[src/rtl/multicycle_ctrl_pkg.sv]
// Shared encodings for the multi-cycle controller: opcodes, states, ALU/extender/PC-source
// selects, and the decode and control-word payloads.
package multicycle_ctrl_pkg;

  localparam int unsigned OP_W     = 6;
  localparam int unsigned FUNCT_W  = 6;
  localparam int unsigned STATE_W  = 4;
  localparam int unsigned ALU_OP_W = 3;
  localparam int unsigned EXT_OP_W = 2;
  localparam int unsigned SEL_W    = 2;

  localparam logic [OP_W-1:0] OP_RTYPE = 6'h00;
  localparam logic [OP_W-1:0] OP_J     = 6'h02;
  localparam logic [OP_W-1:0] OP_BEQ   = 6'h04;
  localparam logic [OP_W-1:0] OP_BNE   = 6'h05;
  localparam logic [OP_W-1:0] OP_ADDI  = 6'h08;
  localparam logic [OP_W-1:0] OP_SLTI  = 6'h0A;
  localparam logic [OP_W-1:0] OP_ORI   = 6'h0D;
  localparam logic [OP_W-1:0] OP_LUI   = 6'h0F;
  localparam logic [OP_W-1:0] OP_LW    = 6'h23;
  localparam logic [OP_W-1:0] OP_SW    = 6'h2B;

  localparam logic [ALU_OP_W-1:0] ALU_ADD   = 3'b000;
  localparam logic [ALU_OP_W-1:0] ALU_SUB   = 3'b001;
  localparam logic [ALU_OP_W-1:0] ALU_FUNCT = 3'b010;
  localparam logic [ALU_OP_W-1:0] ALU_SLT   = 3'b011;
  localparam logic [ALU_OP_W-1:0] ALU_OR    = 3'b100;
  localparam logic [ALU_OP_W-1:0] ALU_PASSB = 3'b101;

  localparam logic [EXT_OP_W-1:0] EXT_SIGN = 2'b00;
  localparam logic [EXT_OP_W-1:0] EXT_ZERO = 2'b01;
  localparam logic [EXT_OP_W-1:0] EXT_LUI  = 2'b10;

  localparam logic [SEL_W-1:0] SRC_B_RT     = 2'b00;
  localparam logic [SEL_W-1:0] SRC_B_FOUR   = 2'b01;
  localparam logic [SEL_W-1:0] SRC_B_EXT    = 2'b10;
  localparam logic [SEL_W-1:0] SRC_B_EXT_SH = 2'b11;

  localparam logic [SEL_W-1:0] PC_SRC_ALU    = 2'b00;
  localparam logic [SEL_W-1:0] PC_SRC_ALUOUT = 2'b01;
  localparam logic [SEL_W-1:0] PC_SRC_JUMP   = 2'b10;

  typedef enum logic [STATE_W-1:0] {
    ST_RST      = 4'd0,
    ST_FETCH    = 4'd1,
    ST_DECODE   = 4'd2,
    ST_MEM_ADDR = 4'd3,
    ST_MEM_RD   = 4'd4,
    ST_MEM_WB   = 4'd5,
    ST_MEM_WR   = 4'd6,
    ST_EXEC_R   = 4'd7,
    ST_WB_R     = 4'd8,
    ST_EXEC_I   = 4'd9,
    ST_WB_I     = 4'd10,
    ST_BRANCH   = 4'd11,
    ST_JUMP     = 4'd12
  } state_e;

  typedef enum logic [2:0] {
    CLS_NONE,
    CLS_R,
    CLS_MEM,
    CLS_BR,
    CLS_J,
    CLS_I
  } op_class_e;

  typedef struct packed {
    op_class_e             op_class;
    logic [ALU_OP_W-1:0]   alu_op;
    logic [EXT_OP_W-1:0]   ext_op;
    logic                  is_bne;
    logic                  is_load;
    logic                  illegal;
  } op_dec_t;

  typedef struct packed {
    logic                  pc_write;
    logic                  ir_write;
    logic                  mem_read;
    logic                  mem_write;
    logic                  i_or_d;
    logic                  reg_write;
    logic                  reg_dst;
    logic                  mem_to_reg;
    logic                  alu_src_a;
    logic [SEL_W-1:0]      alu_src_b;
    logic [ALU_OP_W-1:0]   alu_op;
    logic [EXT_OP_W-1:0]   ext_op;
    logic [SEL_W-1:0]      pc_src;
    logic                  illegal;
  } ctrl_t;

endpackage

[src/rtl/ctrl_op_decode.sv]
// Opcode classifier: instruction class plus the ALU/extender selects an I-type needs.
module ctrl_op_decode
  import multicycle_ctrl_pkg::*;
(
  input  logic [OP_W-1:0] op,
  output op_dec_t         dec
);

  always_comb begin
    dec.op_class = CLS_NONE;
    dec.alu_op   = ALU_ADD;
    dec.ext_op   = EXT_SIGN;
    dec.is_bne   = 1'b0;
    dec.is_load  = 1'b0;
    dec.illegal  = 1'b0;
    case (op)
      OP_RTYPE: dec.op_class = CLS_R;
      OP_LW: begin
        dec.op_class = CLS_MEM;
        dec.is_load  = 1'b1;
      end
      OP_SW:   dec.op_class = CLS_MEM;
      OP_BEQ:  dec.op_class = CLS_BR;
      OP_BNE: begin
        dec.op_class = CLS_BR;
        dec.is_bne   = 1'b1;
      end
      OP_J:    dec.op_class = CLS_J;
      OP_ADDI: dec.op_class = CLS_I;
      OP_SLTI: begin
        dec.op_class = CLS_I;
        dec.alu_op   = ALU_SLT;
      end
      OP_ORI: begin
        dec.op_class = CLS_I;
        dec.alu_op   = ALU_OR;
        dec.ext_op   = EXT_ZERO;
      end
      OP_LUI: begin
        dec.op_class = CLS_I;
        dec.alu_op   = ALU_PASSB;
        dec.ext_op   = EXT_LUI;
      end
      default: dec.illegal = 1'b1;
    endcase
  end

endmodule

[src/rtl/multicycle_ctrl.sv]
// Multi-cycle datapath sequencer: fetch/decode/execute FSM with memory ready stalls.
// Controls are decoded from the state; pc_write also sees mem_ready_i and zero_i.
module multicycle_ctrl
  import multicycle_ctrl_pkg::*;
(
  input  logic                clk_i,
  input  logic                rst_i,
  input  logic [OP_W-1:0]     instr_op_i,
  input  logic [FUNCT_W-1:0]  funct_i,
  input  logic                zero_i,
  input  logic                mem_ready_i,
  output logic                pc_write_o,
  output logic                ir_write_o,
  output logic                mem_read_o,
  output logic                mem_write_o,
  output logic                i_or_d_o,
  output logic                reg_write_o,
  output logic                reg_dst_o,
  output logic                mem_to_reg_o,
  output logic                alu_src_a_o,
  output logic [SEL_W-1:0]    alu_src_b_o,
  output logic [ALU_OP_W-1:0] alu_op_o,
  output logic [EXT_OP_W-1:0] ext_op_o,
  output logic [SEL_W-1:0]    pc_src_o,
  output logic                illegal_o,
  output logic [STATE_W-1:0]  state_o
);

  state_e  state_q;
  state_e  state_d;
  op_dec_t dec;
  ctrl_t   ctrl;

  // funct only matters to the downstream ALU control
  logic funct_unused;
  assign funct_unused = ^funct_i;

  ctrl_op_decode u_dec (
    .op  (instr_op_i),
    .dec (dec)
  );

  always_ff @(posedge clk_i) begin
    if (rst_i) state_q <= ST_RST;
    else       state_q <= state_d;
  end

  always_comb begin
    state_d = state_q;
    case (state_q)
      ST_RST:    state_d = ST_FETCH;
      ST_FETCH:  if (mem_ready_i) state_d = ST_DECODE;
      ST_DECODE: begin
        case (dec.op_class)
          CLS_R:   state_d = ST_EXEC_R;
          CLS_MEM: state_d = ST_MEM_ADDR;
          CLS_BR:  state_d = ST_BRANCH;
          CLS_J:   state_d = ST_JUMP;
          CLS_I:   state_d = ST_EXEC_I;
          default: state_d = ST_FETCH;
        endcase
      end
      ST_MEM_ADDR: state_d = dec.is_load ? ST_MEM_RD : ST_MEM_WR;
      ST_MEM_RD:   if (mem_ready_i) state_d = ST_MEM_WB;
      ST_MEM_WR:   if (mem_ready_i) state_d = ST_FETCH;
      ST_EXEC_R:   state_d = ST_WB_R;
      ST_EXEC_I:   state_d = ST_WB_I;
      ST_MEM_WB, ST_WB_R, ST_WB_I, ST_BRANCH, ST_JUMP: state_d = ST_FETCH;
      default:     state_d = ST_RST;
    endcase
  end

  always_comb begin
    ctrl = '0;
    case (state_q)
      ST_FETCH: begin
        ctrl.mem_read  = 1'b1;
        ctrl.alu_src_b = SRC_B_FOUR;
        ctrl.ir_write  = mem_ready_i;
        ctrl.pc_write  = mem_ready_i;
      end
      ST_DECODE: begin
        ctrl.alu_src_b = SRC_B_EXT_SH;
        ctrl.illegal   = dec.illegal;
      end
      ST_MEM_ADDR: begin
        ctrl.alu_src_a = 1'b1;
        ctrl.alu_src_b = SRC_B_EXT;
      end
      ST_MEM_RD: begin
        ctrl.mem_read = 1'b1;
        ctrl.i_or_d   = 1'b1;
      end
      ST_MEM_WB: begin
        ctrl.reg_write  = 1'b1;
        ctrl.mem_to_reg = 1'b1;
      end
      ST_MEM_WR: begin
        ctrl.mem_write = 1'b1;
        ctrl.i_or_d    = 1'b1;
      end
      ST_EXEC_R: begin
        ctrl.alu_src_a = 1'b1;
        ctrl.alu_op    = ALU_FUNCT;
      end
      ST_WB_R: begin
        ctrl.reg_write = 1'b1;
        ctrl.reg_dst   = 1'b1;
      end
      ST_EXEC_I: begin
        ctrl.alu_src_a = 1'b1;
        ctrl.alu_src_b = SRC_B_EXT;
        ctrl.alu_op    = dec.alu_op;
        ctrl.ext_op    = dec.ext_op;
      end
      // IR is stable, so re-decoding keeps the extender/ALU selects steady into writeback
      ST_WB_I: begin
        ctrl.reg_write = 1'b1;
        ctrl.alu_op    = dec.alu_op;
        ctrl.ext_op    = dec.ext_op;
      end
      ST_BRANCH: begin
        ctrl.alu_src_a = 1'b1;
        ctrl.alu_op    = ALU_SUB;
        ctrl.pc_src    = PC_SRC_ALUOUT;
        ctrl.pc_write  = zero_i ^ dec.is_bne;
      end
      ST_JUMP: begin
        ctrl.pc_write = 1'b1;
        ctrl.pc_src   = PC_SRC_JUMP;
      end
      default: ;
    endcase
  end

  assign pc_write_o   = ctrl.pc_write;
  assign ir_write_o   = ctrl.ir_write;
  assign mem_read_o   = ctrl.mem_read;
  assign mem_write_o  = ctrl.mem_write;
  assign i_or_d_o     = ctrl.i_or_d;
  assign reg_write_o  = ctrl.reg_write;
  assign reg_dst_o    = ctrl.reg_dst;
  assign mem_to_reg_o = ctrl.mem_to_reg;
  assign alu_src_a_o  = ctrl.alu_src_a;
  assign alu_src_b_o  = ctrl.alu_src_b;
  assign alu_op_o     = ctrl.alu_op;
  assign ext_op_o     = ctrl.ext_op;
  assign pc_src_o     = ctrl.pc_src;
  assign illegal_o    = ctrl.illegal;
  assign state_o      = state_q;

endmodule
[config.mk]
export PLATFORM = sky130hd
export DESIGN_NAME = multicycle_ctrl
export DESIGN_NICKNAME = d
export VERILOG_FILES = /design/src/rtl/multicycle_ctrl_pkg.sv /design/src/rtl/ctrl_op_decode.sv /design/src/rtl/multicycle_ctrl.sv
export SDC_FILE = /design/constraint.sdc
export NUM_CORES = 1
export LEC_CHECK = 0
export BUFFER_PORTS_ARGS = -buffer_cell sky130_fd_sc_hd__buf_2
export CORE_MARGIN = 10
export CORE_UTILIZATION = 42
export DETAILED_ROUTE_END_ITERATION = 10
export MAX_ROUTING_LAYER = met4
export PLACE_DENSITY = 0.75
export SLEW_MARGIN = 20
export SYNTH_ARGS = -nofsm -noshare
export SYNTH_HDL_FRONTEND = slang
export SYNTH_SLANG_ARGS = --single-unit
[constraint.sdc]
create_clock -name clk_i -period 1.3 [get_ports clk_i]
set_input_delay 0.13 -clock clk_i [delete_from_list [all_inputs] [get_ports clk_i]]
set_output_delay 0.13 -clock clk_i [all_outputs]
set_load 0.02 [all_outputs]
==> impl_results.md, run 1 <==
* CTS H-tree depth at 1
* Die width at 59.7 um
* Row count at 14
* Syn avg cell area at roughly 6.5 um2
* Initial Utilization at 44.4%
* Sequential cell area fraction in the yosys report at 12.1%
* Synth cell types at 43
* Crit. endpoint post-GRT repair: alu_op_o[1]
* I/O Buffers at 32
* Top_reg_cell synth: dfxtp_1
* FF+latch count, synth at 4
* Net Count, Synth at 117
* Die Ht at 59.7 um
* Top-area cell type share of the netlist area at between 10% and 20%
* Synth area leader: dfxtp_1
* Worst EP kind: top-level output
* Ys async rst share at 0%
* CTS Sinks at 4
* RD Place Congestion at 0.820
* Status: stopped before the end
* Yosys Warn Count at 0
* Post-Synthesis Cells at 101
* Placed inst area at 1110 um2
* Cts bufs inserted at 3
* Tool Error: [ERROR DPL-0038] Utilization greater than 100%, impossible to legalize
* EDFF count, synth at 0
* Top post-synthesis cells by area: dfxtp_1 (12%), nor2_1 (9.7%), nand2_1 (5.7%)
* I/O pin count at 39
* Dpl hpwl at 2.12 mm
* Largest net degree at the start of global routing at 9
* Stopped at: global routing
* Root buffer cell: clkbuf_4
* # hold bufs at CTS at 0
* Maximum clock insertion buffer count at 2
* Synthesized area at between 600 and 700 um2
[cells in the mapped netlist, types with 3 or more instances]
library cell and n:
nor2b_1 3, nand3_1 3, nand2_1 10, nand2b_1 4, dfxtp_1 4, buf_2 4, o21ai_0 4, a21oi_1 7
inv_1 3, clkbuf_1 3, nor3_1 4, nor2_1 17
[metrics by stage]
step                setup slack (ps)  utilization, %  cells
floorplan                       -161               -    101
global placement               -86.2            74.9    169
detailed placement              -103            74.9    169
CTS                             -229            92.9    180
[cells by family after synthesis]
family                   share of synthesized area, %
AND/OR/NAND/NOR                                  47.0
AO/OA/AOI/OAI                                    26.7
buffers and inverters                            8.14
flip-flops                                       12.1
XOR/XNOR                                         2.65
multiplexers                                     1.70
adder cells (fa/ha/maj)                          1.70
[repair_timing]
action	in CTS
setup endpoints to repair	20
pin swaps	10
buffers inserted	8
gates resized for setup	57
==> inputs of run 2 (changes only) <==
--- a/config.mk
+++ b/config.mk
@@ -6,11 +6,10 @@
 export NUM_CORES = 1
 export LEC_CHECK = 0
 export BUFFER_PORTS_ARGS = -buffer_cell sky130_fd_sc_hd__buf_2
-export CORE_MARGIN = 10
-export CORE_UTILIZATION = 42
+export CORE_AREA = 10 10 71 73
 export DETAILED_ROUTE_END_ITERATION = 10
-export MAX_ROUTING_LAYER = met4
-export PLACE_DENSITY = 0.75
+export DIE_AREA = 0 0 81 83
+export PLACE_DENSITY_LB_ADDON = 0.15
 export SLEW_MARGIN = 20
 export SYNTH_ARGS = -nofsm -noshare
 export SYNTH_HDL_FRONTEND = slang
==> run 2 against run 1 <==
Compared with the run above:
- the flow now finishes, with violations (setup timing)
- synthesized cell count stayed put
- synthesized area stayed put
==> impl_results.md, run 2 <==
* Sw frac at 35.4%
* Max_slew headroom at between 70% and 80%
* Syn avg cell area at 6.54 um2 (unchanged)
* Post-Route WL at 2.85 mm
* Flop pwr share at 17.5%
* Synthesized area at 661 um2 (unchanged)
* ANT nets after route at 0
* Vias/cell at 4.67
* Fin util at 42.0%
* CP max FO at 6
* CTS tree: done
* Die width at 81 um (+36%)
* Crit path capture type: primary output
* Total grt overflow at 0
* Slew Limit Fails at 0
* Yosys Warn Count at 0 (unchanged)
* RD Place Congestion at 0.744 (-9.2%)
* Minimum clock period at 1490 ps
* Clock network power share at 29.6%
* Top post-synthesis cells by area: dfxtp_1 (12%), nor2_1 (9.7%), nand2_1 (5.7%)
* Dpl hpwl at 2.30 mm (+8.6%)
* Final hold violations at 0
* Startpoint types: flop
* Global routing usage on met2 at 15.3%
* Max Cap Viol at 0
* Fmax at 673 MHz
* Net Count, Synth at 117 (unchanged)
* N_diodes at 0
* WP data arrival at 1360 ps
* GR Layer Usage met3 at under 10%
* CTS H-tree depth at 1 (unchanged)
* Reg2reg path depth at 4
* Syn-to-layout area delta at 131%
* Share of layout cells above drive strength 1 at 67.5%
* Fin Setup TNS at -1690 ps
* Largest net degree at the start of global routing at 9
* Total track usage at under 10%
* Status: finished with violations
* EDFF count, synth at 0 (unchanged)
* GRT busiest layer: met2
* Max reg flops at 4
* Actual slew at the worst max-slew pin at 347 ps
* CTS Sinks at 4 (unchanged)
* Final WS setup at -186 ps
* Pre-antenna DRT Iters at 4
* Synth cell types at 43 (unchanged)
* Wire length of the first global-routing pass at 4.79 mm
* Combinational share of power at 52.9%
* Final nets at roughly 180
* Cell area after layout at 1530 um2
* Via Count at around 990
* Switch Pwr at 300 uW
* Setup violators final at 17
* Top-count cell post-synth: nor2_1
* I/O pin count at 39 (unchanged)
* Maximum clock insertion buffer count at 2 (unchanged)
* Post-Synthesis Cells at 101 (unchanged)
* P_leak at 0.625 nW
* Top cells by count, synth: nor2_1 (17), nand2_1 (10), a21oi_1 (7)
* Hold Crit Class: primary input to flop
* Setup CP Type: flop to primary output
* Initial antenna violation count at 0
* Top-area cell type share of the netlist area at 12.1% (unchanged)
* Hold Path Depth at 2
* RSZ-0062 raised after global routing: true
* DR WL/cell at 13.5 um
* Initial Utilization at 18.2% (-26 points)
* FF+latch count, synth at 4 (unchanged)
* Maximum VDD drop at 0.200 mV
* Top_reg_cell synth: dfxtp_1
* Most frequent cells in the layout: buf_4 (31), buf_6 (20), buf_2 (14)
* Root buffer cell: clkbuf_8
* Pwr dens at between 500 and 600 nW/um2
* Die ar. at 6720 um2
* Core area at 3630 um2
* Synth area leader: dfxtp_1
* Ratio of final minimum period to clock period at 114%
* # hold bufs at CTS at 0 (unchanged)
* Reg clk slew, reported paths at ~30 ps
* Ys async rst share at 0% (unchanged)
* I/O Buffers at 32 (unchanged)
* Row count at 22 (+8)
* Sequential cell area fraction in the yosys report at 12.1% (unchanged)
* Drt initial violations at 35
* Hold_ws at 170 ps
* Worst-Skew Late Latency at around 210 ps
* Number of remaining DRC errors at 0
* # fillers at 373
* Global-route track usage on met1 at 9.00%
* Placed inst area at 1160 um2 (+4.3%)
* Failing checks: setup timing
* Die Ht at 83 um (+39%)
* Cts bufs inserted at 3 (unchanged)
* Internal at 548 uW
* Clock skew at 0.599 ps
* Req. time, crit path at 1170 ps
* Vias in the first global route at 1,032
* Place WS at -113 ps (-10.4 ps)
* Commonest non-fill, non-tap cell in the layout: buf_4
-- run 2: cell counts after synthesis --
No cell type changed its count.
-- run 2: final timing paths --
path	start	slack, ps	end
worst min register to register	state_o[2]	630	state_o[0]
worst max-delay path	state_o[0]	-190	pc_write_o
worst min-delay path	rst_i	170	state_o[2]
worst max register to register	state_o[3]	0	state_o[2]
-- run 2: timing repair --
action / in CTS / in global routing
resized for setup: 44 / 29
setup endpoints to repair: 18 / 22
pin swaps: 8 / 11
setup buffers: 7 / 2
-- run 2: cells by family after synthesis --
group / Yosys count / synth area share [%]
AOI/OAI and AO/OA: 26 / 26.7
buffers and inverters: 11 / 8.14
adders and majority gates: 1 / 1.70
muxes: 1 / 1.70
DFF: 4 / 12.1
xor gates and xnor gates: 2 / 2.65
and+or+nand+nor: 56 / 47.0
-- run 2: worst max-delay path: stages, from the launching register on --
cell and delay (ps):
dfxtp_4 410, nand3b_1 110, mux2_4 290, nor2_4 90, a41o_1 120, buf_6 120
-- run 2: metrics by stage --
| step | total power, mW | instances |
|---|---|---|
| after floorplan | 0.353 | 101 |
| after global routing | 0.901 | 211 |
| after global placement | 0.482 | 202 |
| after detailed placement | 0.483 | 202 |
| final | 0.848 | 211 |
| after CTS | 0.820 | 210 |
-- run 2: power groups by stage --
stage | sequential [mW] | clock, mW | combinational, mW
after floorplan | 0.150 | 0 | 0.203
after global placement | 0.157 | 0 | 0.325
after detailed placement | 0.157 | 0 | 0.326
after CTS | 0.151 | 0.259 | 0.411
after global routing | 0.152 | 0.266 | 0.483
final | 0.149 | 0.251 | 0.448
-- run 2: cell type report --
class                   count  area [um2]  share of cell area, %
clock buffers               3        41.3                   2.70
inverters                   3        13.8                  0.902
multi-input cells          86         748                   49.0
flip-flops and latches      4        95.1                   6.23
well taps                  48        60.1                   3.93
repair buffers             67         568                   37.2
-- run 2: metal layers --
| layer | up-vias | wire (um) |
|---|---|---|
| met5 | - | 0 |
| met4 | 0 | 0 |
| met3 | 0 | 164 |
| met2 | 21 | 1590 |
| met1 | 469 | 1090 |
| li1 | 495 | - |
Note: power is estimated with default switching activity, not from simulation.
==> inputs of run 3 (changes only) <==
--- a/config.mk
+++ b/config.mk
@@ -5,6 +5,8 @@
 export SDC_FILE = /design/constraint.sdc
 export NUM_CORES = 1
 export LEC_CHECK = 0
+export ABC_AREA = 1
+export ABC_CLOCK_PERIOD_IN_PS = 1300
 export BUFFER_PORTS_ARGS = -buffer_cell sky130_fd_sc_hd__buf_2
 export CORE_AREA = 10 10 71 73
 export DETAILED_ROUTE_END_ITERATION = 10
==> run 3 against run 2 <==
Compared with the run above:
- global-route usage down 0.77 points
- via count shrank 9.9%
- the flow still finishes with violations (setup timing)
- hold slack worse by 57 ps
- sequential cell count unchanged
==> impl_results.md, run 3 <==
* Fmax at 673 MHz (about the same)
* Maximum VDD drop at 0.394 mV (+97%)
* Setup CP Type: flop to primary output
* Dpl cells at 204 (+0.99%)
* Worst Setup SP: state_o[0]
* Clock network power share at 14.3% (-15 points)
* Switch Pwr at 903 uW (+200%)
* Fin util at 34.6% (-7.4 points)
* Drt initial violations at 35 (unchanged)
* Initial Utilization at 15.8% (-2.4 points)
* Worst-Skew Late Latency at 220 ps (about the same)
* Total grt overflow at 0 (unchanged)
* Post-Synthesis Cells at 105 (+4.0%)
* Minimum clock period at 1490 ps (-0.194 ps)
* EDFF count, synth at 0 (unchanged)
* Final nets at 186 (+2.8%)
* RSZ-0062 raised after global routing: true
* Synth area leader: nand2_1
* Max_slew headroom at 85.5% (+8.9 points)
* Post-Route WL at 2.41 mm (-15%)
* Synthesized area at 573 um2 (-13%)
* Failing checks: setup timing
* Reg clk slew, reported paths at 30 ps (about the same)
* Commonest non-fill, non-tap cell in the layout: buf_4
* I/O pin count at 39 (unchanged)
* P_leak at 0.615 nW (-1.7%)
* Core area at 3630 um2 (unchanged)
* Max Cap Viol at 0 (unchanged)
* Internal at 997 uW (+82%)
* Top cells by count, synth: nand2_1 (27), inv_1 (17), nor2_1 (14)
* Top_reg_cell synth: dfxtp_1
* Dpl hpwl at 2.08 mm (-9.7%)
* R2r setup slk at -10 ps (about the same)
* RR Endpoint: state_o[0]
* N_diodes at 0 (unchanged)
* Row count at 22 (unchanged)
* Final WS setup at -186 ps (+0.194 ps)
* Net Count, Synth at 121 (+3.4%)
* CP max FO at 4 (-2)
* Vias in the first global route at 904 (-12%)
* Total track usage at 7.43% (-0.77 points)
* Maximum clock insertion buffer count at 2 (unchanged)
* Ratio of final minimum period to clock period at 114% (about the same)
* # fillers at 402 (+7.8%)
* Top-area cell type share of the netlist area at 17.7% (+5.6 points)
* Req. time, crit path at 1170 ps (about the same)
* Final hold violations at 0 (unchanged)
* Cts bufs inserted at 3 (unchanged)
* Initial antenna violation count at 0 (unchanged)
* CTS H-tree depth at 1 (unchanged)
* Yosys Warn Count at 0 (unchanged)
* Reg2reg path depth at 9 (+5)
* Via Count at 887 (-9.9%)
* Crit path capture type: primary output
* Top post-synthesis cells by area: nand2_1 (18%), dfxtp_1 (14%), inv_1 (11%)
* FF+latch count, synth at 4 (unchanged)
* CTS tree: done
* Sequential cell area fraction in the yosys report at 14.0% (+1.9 points)
* Actual slew at the worst max-slew pin at 215 ps (-131 ps)
* Combinational share of power at 73.7% (+21 points)
* Max reg flops at 4 (unchanged)
* WP data arrival at 1360 ps (about the same)
* Syn-to-layout area delta at 119%
* Hold Crit Class: primary input to flop
* Status: finished with violations
* Hold_ws at 113 ps (-56.7 ps)
* Root buffer cell: clkbuf_8
* R2R Path Start: state_o[3]
* Non-Filler Instances at 217 (+2.8%)
* Syn avg cell area at 5.46 um2 (-17%)
* CTS Sinks at 4 (unchanged)
* Share of layout cells above drive strength 1 at 60.9% (-6.5 points)
* Wire length of the first global-routing pass at 4.14 mm (-14%)
* ANT nets after route at 0 (unchanged)
* Die width at 81 um (unchanged)
* Pwr dens at 1510 nW/um2 (+170%)
* Pre-antenna DRT Iters at 4 (unchanged)
* Startpoint types: flop
* Die ar. at 6720 um2 (unchanged)
* Ys async rst share at 0% (unchanged)
* Synth cell types at 22 (-49%)
* RD Place Congestion at 0.802 (+7.8%)
* Setup violators final at 15 (-2)
* Number of remaining DRC errors at 0 (unchanged)
* DR WL/cell at 11.1 um (-18%)
* Sw frac at 47.5% (+12 points)
* Vias/cell at 4.09 (-12%)
* Slew Limit Fails at 0 (unchanged)
* Die Ht at 83 um (unchanged)
* Clock skew at 4.37 ps (+3.77 ps)
* Flop pwr share at 12.0% (-5.5 points)
* I/O Buffers at 32 (unchanged)
* Top-count cell post-synth: nand2_1
* Worst setup endpoint: alu_op_o[0]
* # hold bufs at CTS at 0 (unchanged)
* Largest net degree at the start of global routing at 7 (-2)
* Most frequent cells in the layout: buf_4 (32), nand2_1 (21), buf_2 (16)
run 3: cell types whose count changed in the layout (fill, tap and decap cells not counted), moves of 3 or more:
cell,change
inv_1,+13
nand2_1,+13
buf_6,-8
nand3_1,+7
inv_2,+4
nand2_4,+4
nand4_1,+4
nor2_2,+4
nand2_2,+3
nand2b_4,-3
run 3: power by group through the flow:
| stage | Sequential, mW | Combinational (mW) | Clock [mW] |
|---|---|---|---|
| 5_1_grt | 0.234 | 1.55 | 0.291 |
| 6_report | 0.227 | 1.40 | 0.272 |
| 2_1_floorplan | 0.297 | 0.574 | 0 |
| 3_5_place_dp | 0.223 | 1.13 | 0 |
| 3_3_place_gp | 0.224 | 1.13 | 0 |
| 4_1_cts | 0.227 | 1.31 | 0.277 |
run 3: final cells by class:
class	instances	area (um2)	share of cell area, %
multi-input cells	79	510	40.6
repair buffers	60	455	36.3
flip-flops and latches	4	95.1	7.57
inverters	22	90.1	7.17
well taps	48	60.1	4.78
clock buffers	4	45.0	3.59
run 3: layer usage:
layer | track usage (%) | vias up | routed length (um)
met2 | 12.8 | 20 | 1260
met3 | 2.26 | 5 | 185
met4 | 2.82 | 0 | 34
li1 | - | 468 | -
met1 | 8.14 | 394 | 929
met5 | 0 | - | 0
run 3: worst min path at each step:
stage,from,endpoint,slack (ps),cells past startpoint
detailed placement,rst_i,state_o[1],340,2
global placement,rst_i,state_o[0],340,2
finish,rst_i,state_o[0],110,2
global route,rst_i,state_o[0],130,2
CTS,rst_i,state_o[0],110,2
floorplan,rst_i,state_o[0],190,1
run 3: cells by family (layout without fill, tap and decap cells):
group / count (synthesis) / after routing / share of synthesized area [%]
DFF: 4 / 4 / 14.0
buffers and inverters: 22 / 86 / 14.4
and+or+nand+nor: 67 / 67 / 56.3
AOI/OAI and AO/OA: 12 / 12 / 15.3
run 3: metrics by stage:
step           TNS [ps]  worst slack, ps  cell area, um2  total power, mW
2_1_floorplan         0            0.119             619            0.871
3_3_place_gp      -81.1            -41.4             982             1.35
3_5_place_dp      -90.2            -50.0             982             1.36
4_1_cts           -1780             -218            1170             1.81
5_1_grt           -2980             -282            1260             2.07
6_report          -1300             -186            1260             1.90
run 3: critical path, stage by stage (launching register included):
cell and delay [ps]:
dfxtp_4 350, nand2_2 80, inv_1 80, nor3_4 230, nand2_2 100, o211ai_2 160, buf_6 140
run 3: timing repair:
item                       4_1_cts  5_1_grt
setup endpoints to repair       15       22
buffers inserted                 4        6
gates resized for setup         33       17
pin swaps                        9        6
